--- src/rtl/acc8_unit.sv ---
`default_nettype none
// ============================================================================
//  Module      : acc8_unit (with helper addsub8)
//  Description : 8-bit accumulator stage wrapped around a combinational
//                add/sub datapath. Accepts one command per valid/ready
//                transfer, executes it in the following cycle and registers
//                the accumulator, the flags and a completed-command count.
//  Revision    : 1.0  initial release
// ============================================================================

// ----------------------------------------------------------------------------
//  addsub8 : combinational 8-bit adder/subtractor with flag generation.
//  For subtraction cf reports a borrow (a < b unsigned), not the raw carry.
// ----------------------------------------------------------------------------
module addsub8 (
    input  logic [7:0] a,
    input  logic [7:0] b,
    input  logic       sub,
    output logic [7:0] sum,
    output logic       cf,
    output logic       ovf,
    output logic       sf,
    output logic       zf
);

    logic [7:0] w_b_eff;
    logic [8:0] w_raw;

    // Subtraction is a + ~b + 1; the carry-in doubles as the +1.
    assign w_b_eff = sub ? ~b : b;
    assign w_raw   = {1'b0, a} + {1'b0, w_b_eff} + {8'b0, sub};
    assign sum     = w_raw[7:0];
    // Carry out of a + ~b + 1 is set when a >= b, so invert it to get borrow.
    assign cf      = sub ? ~w_raw[8] : w_raw[8];
    // Overflow: both effective operands share a sign that the result lacks.
    assign ovf     = (a[7] == w_b_eff[7]) && (w_raw[7] != a[7]);
    assign sf      = w_raw[7];
    assign zf      = (w_raw[7:0] == 8'h00);

endmodule

// ----------------------------------------------------------------------------
//  acc8_unit : two-state (IDLE/EXEC) control and result registers.
// ----------------------------------------------------------------------------
module acc8_unit (
    input  logic       clk,
    input  logic       rst,
    input  logic       in_valid,
    output logic       in_ready,
    input  logic [1:0] op,
    input  logic [7:0] operand,
    output logic [7:0] acc,
    output logic       cf,
    output logic       ovf,
    output logic       sf,
    output logic       zf,
    output logic       ovf_sticky,
    output logic       out_valid,
    output logic [7:0] op_count
);

    localparam logic [1:0] C_OP_LOAD  = 2'b00;
    localparam logic [1:0] C_OP_ADD   = 2'b01;
    localparam logic [1:0] C_OP_SUB   = 2'b10;
    localparam logic [1:0] C_OP_CLEAR = 2'b11;

    localparam logic [0:0] S_IDLE = 1'b0;
    localparam logic [0:0] S_EXEC = 1'b1;

    logic [0:0] r_state;
    logic [0:0] w_state_next;

    logic [1:0] r_op_q;
    logic [7:0] r_opnd_q;

    logic [7:0] r_acc;
    logic       r_cf;
    logic       r_ovf;
    logic       r_sf;
    logic       r_zf;
    logic       r_ovf_sticky;
    logic       r_out_valid;
    logic [7:0] r_op_count;

    logic       w_in_ready;
    logic       w_accept;
    logic       w_commit;

    logic [7:0] w_sum;
    logic       w_cf;
    logic       w_ovf;
    logic       w_sf;
    logic       w_zf;

    // Datapath: accumulator against the latched operand.
    addsub8 u_addsub8 (
        .a   (r_acc),
        .b   (r_opnd_q),
        .sub (r_op_q == C_OP_SUB),
        .sum (w_sum),
        .cf  (w_cf),
        .ovf (w_ovf),
        .sf  (w_sf),
        .zf  (w_zf)
    );

    // State register.
    always_ff @(posedge clk or posedge rst) begin
        if (rst) begin
            r_state <= S_IDLE;
        end else begin
            r_state <= w_state_next;
        end
    end

    // Next-state logic: IDLE waits for a transfer, EXEC always lasts one cycle.
    always_comb begin
        w_state_next = r_state;
        case (r_state)
            S_IDLE:  if (in_valid) w_state_next = S_EXEC;
            S_EXEC:  w_state_next = S_IDLE;
            default: w_state_next = S_IDLE;
        endcase
    end

    // State-decoded controls; in_ready depends on state only.
    always_comb begin
        w_in_ready = (r_state == S_IDLE);
        w_commit   = (r_state == S_EXEC);
        w_accept   = w_in_ready & in_valid;
    end

    // Command capture on an accepted transfer.
    always_ff @(posedge clk or posedge rst) begin
        if (rst) begin
            r_op_q   <= C_OP_LOAD;
            r_opnd_q <= 8'h00;
        end else if (w_accept) begin
            r_op_q   <= op;
            r_opnd_q <= operand;
        end
    end

    // Result commit in EXEC; out_valid is a single-cycle pulse.
    always_ff @(posedge clk or posedge rst) begin
        if (rst) begin
            r_acc        <= 8'h00;
            r_cf         <= 1'b0;
            r_ovf        <= 1'b0;
            r_sf         <= 1'b0;
            r_zf         <= 1'b1;
            r_ovf_sticky <= 1'b0;
            r_out_valid  <= 1'b0;
            r_op_count   <= 8'h00;
        end else begin
            r_out_valid <= w_commit;
            if (w_commit) begin
                r_op_count <= r_op_count + 8'd1;
                case (r_op_q)
                    C_OP_LOAD: begin
                        r_acc <= r_opnd_q;
                        r_cf  <= 1'b0;
                        r_ovf <= 1'b0;
                        r_sf  <= r_opnd_q[7];
                        r_zf  <= (r_opnd_q == 8'h00);
                    end
                    C_OP_ADD, C_OP_SUB: begin
                        r_acc        <= w_sum;
                        r_cf         <= w_cf;
                        r_ovf        <= w_ovf;
                        r_sf         <= w_sf;
                        r_zf         <= w_zf;
                        r_ovf_sticky <= r_ovf_sticky | w_ovf;
                    end
                    default: begin
                        r_acc        <= 8'h00;
                        r_cf         <= 1'b0;
                        r_ovf        <= 1'b0;
                        r_sf         <= 1'b0;
                        r_zf         <= 1'b1;
                        r_ovf_sticky <= 1'b0;
                    end
                endcase
            end
        end
    end

    assign in_ready   = w_in_ready;
    assign acc        = r_acc;
    assign cf         = r_cf;
    assign ovf        = r_ovf;
    assign sf         = r_sf;
    assign zf         = r_zf;
    assign ovf_sticky = r_ovf_sticky;
    assign out_valid  = r_out_valid;
    assign op_count   = r_op_count;

endmodule
`default_nettype wire
--- config.mk ---
export PLATFORM = sky130hd
export DESIGN_NAME = acc8_unit
export DESIGN_NICKNAME = d
export VERILOG_FILES = /design/src/rtl/acc8_unit.sv
export SDC_FILE = /design/constraint.sdc
export NUM_CORES = 1
export LEC_CHECK = 0
export CELL_PAD_IN_SITES_DETAIL_PLACEMENT = 0
export CELL_PAD_IN_SITES_GLOBAL_PLACEMENT = 1
export CORE_MARGIN = 2
export CORE_UTILIZATION = 30
export CTS_CLUSTER_DIAMETER = 120
export DETAILED_ROUTE_END_ITERATION = 16
export PLACE_DENSITY_LB_ADDON = 0.25
export SYNTH_ARGS = -nofsm -noshare
export SYNTH_HDL_FRONTEND = slang
export SYNTH_HIERARCHICAL = 1
export SYNTH_SLANG_ARGS = --single-unit
--- constraint.sdc ---
create_clock -name clk -period 3.1 [get_ports clk]
set_clock_uncertainty 0.15 [all_clocks]
set_input_delay 0.62 -clock clk [delete_from_list [all_inputs] [get_ports clk]]
set_output_delay 0.62 -clock clk [all_outputs]
set_load 0.02 [all_outputs]
==> qor.yml <==
status: "complete, no violations"
syn_avg_cell_area_um2: 11.09
cp_slowest_cell: "fa_1"
hold_class: "flip-flop to flip-flop"
wl_per_cell_um: 15.69
cap_violations: 0
via_count: 1457
clock_path_buffers: 2
critical_path.max_fanout: 8
die_h_um: 83.49
drc_errors: 0
nFillCells: 622
cts_max_level: 2
diodes: 0
route.antenna.remaining_nets: 0
fmax_mhz: 345.8
synth_flop_cell: "dfrtp_1"
syn_inst: 171
die_area_um2: 6971
synthArstFlopShare_pct: 100.0
end_kind: "flip-flop"
fin_cells: 286
clkLatencyLatePin_ns: 0.28
tightest_slew_ns: 0.5258
cp_slowest_stage_delay_ns: 0.40
arrival_ns: 2.95
nets: 236
drtPass1Iterations: 4
via_per_inst: 5.094
dp_cells: 275
synth_top_cell_area_share_pct: 42.24
numClockSinks: 33
cts_tree: "built"
r2r_slack_ns: 0.21
rows: 28
grt_usage_pct: 13.60
cellLeakagePower_nw: 1.055
synth.most_common_cell: "dfrtp_1"
synthTopCellsByCount: "dfrtp_1, xor2_1, ha_1"
clk_pin_slew_ns: 0.08
yosys_warnings: 6
finalHoldViolCount: 0
crit_buf_inv: 2
powerDensity_nw_per_um2: 956.1
cts_buffers: 5
cts_root_buf: "clkbuf_8"
crit_path_cell_trace: "inv_1 -> ha_4 -> mux2i_2 -> inv_1 -> fa_1 -> xor2_1 -> or3_1 -> or3_1 -> nor4_2 -> a21oi_1 -> a31oi_1"
path_delay_family: "simple AND/OR/NAND/NOR gates"
synth_fp_nets: 197
yosys_register_bits: 33
fin_crit_ns: 2.892
dpl_cell_area_um2: 2316
start_util_pct: 31.46
wl_um: 4486
ir_drop_v: 0.0003779
die_x_um: 83.49
ys_types: 46
port_buffers: 35
drv_slew: 0
start_kind: "flip-flop"
grt_max_degree: 34
drive_gt1_share_pct: 14.69
grt_pass1_wl_um: 7596
slew_headroom_pct: 64.79
first_iter_violations: 151
period_share_pct: 93.29
core_area_um2: 6026
overflow: 0
grt_pass1_vias: 1495
hpwl_um: 3275
pin_count: 36
stdcell_area_um2: 2464
gp_congestion: 0.7718
critical_path_class: "flip-flop to flip-flop"
seq_area_frac_synth_pct: 43.63
setup_viol: 0
grt_setup_unrepaired: "no"
synthesis.area_um2: 1896
synth.area.top_cells: "dfrtp_1, ha_1, xor2_1"
required_ns: 3.16
setup_tns_ns: 0
grt_antenna_before_repair: 0
synth_edf_count: 0
synth_top_area_cell: "dfrtp_1"
area.growth.synth_to_final_pct: 29.97
-- kinds of logic (layout without fill, tap and decap cells) --
logic type,after synthesis,after routing,synth area share [%]
xor+xnor,22,22,10.17
simple gates,37,37,11.29
fa+ha+maj,13,13,8.977
mux,10,10,6.072
compound gates,39,39,15.64
flops,33,33,43.63
buf+inv,17,57,4.224
-- sequential cells by signal, indices dropped and copies added, names as in the netlist --
name and count:
ovf 1, out_valid 1, sf 1, acc 8, r_op_q 2, r_state 1
op_count 8, r_opnd_q 8, zf 1, ovf_sticky 1, cf 1
-- report_power, final --
group | switching, W | internal [W]
clock | 0.000166 | 0.000155
sequential | 0.000143 | 0.000562
combinational | 0.000701 | 0.000628
-- per-stage QoR --
| step | hold slack [ns] | setup WS [ns] | total power [W] | util (%) |
|---|---|---|---|---|
| 2_1_floorplan | 0.3133 | 0.3329 | 0.001575 | - |
| 3_3_place_gp | 0.3097 | 0.04642 | 0.001969 | 38.43 |
| 3_5_place_dp | 0.3243 | 0.01956 | 0.001983 | 38.43 |
| 4_1_cts | 0.3338 | 0.1109 | 0.002326 | 40.03 |
| 5_1_grt | 0.3576 | 0.02971 | 0.002535 | 40.88 |
| 6_report | 0.3275 | 0.2081 | 0.002355 | 40.88 |
-- layer usage --
metal  global-route usage (%)  wire length [um]  vias up  part of all wire, %
li1                         -                 -      697                    -
met1                    18.72              2125      718                   47
met2                    21.11              2109       34                   47
met3                    2.868               169        8                  3.8
met4                    4.985                82        0                  1.8
met5                        0                 0        -                    0
-- cells in the final DEF (no fill, tap or decap), drive strengths merged, types with 2 or more instances in the layout --
| cell | netlist | routed |
|---|---|---|
| nor4 | 2 | 2 |
| and3 | 3 | 3 |
| a21oi | 4 | 4 |
| a21o | 2 | 2 |
| clkinv | 0 | 2 |
| or3 | 2 | 2 |
| nor2 | 3 | 3 |
| dfrtp | 32 | 32 |
| clkbuf | 4 | 5 |
| mux2 | 9 | 9 |
| ha | 12 | 12 |
| o21a | 2 | 2 |
| xnor2 | 9 | 9 |
| clkdlybuf4s50 | 0 | 35 |
| xor2 | 13 | 13 |
| nand4 | 4 | 4 |
| o21ai | 5 | 5 |
| a22oi | 9 | 9 |
| inv | 7 | 7 |
| nand2 | 10 | 10 |
| and2 | 2 | 2 |
| nand3 | 4 | 4 |
| buf | 6 | 7 |
| o2bb2ai | 9 | 9 |
-- area by class of cell --
| class | instances | area, um2 | share of cell area (%) |
|---|---|---|---|
| clock buffer | 5 | 68.82 | 2.793 |
| multi-input combinational | 121 | 1027 | 41.70 |
| tap | 75 | 93.84 | 3.809 |
| timing repair buffer | 42 | 402.9 | 16.35 |
| clock inverter | 3 | 17.52 | 0.7110 |
| inverter | 7 | 26.28 | 1.067 |
| sequential | 33 | 827.0 | 33.57 |
-- final timing paths --
check,to,from,depth (start not counted)
max,zf,r_op_q[0],11
min,op_count[7],op_count[7],1
max reg2reg,zf,r_op_q[0],11
min reg2reg,op_count[7],op_count[7],1
max in group asynchronous,zf,rst,3
min in group asynchronous,out_valid,rst,3
-- what timing repair did --
action,CTS,global route
setup endpoints to repair,1,2
pin swaps,0,1
hold buffers,0,0
buffers inserted,1,2
resized for setup,1,5
endpoints found under the hold margin,0,0
No activity file was read; power rests on OpenSTA's default activity.
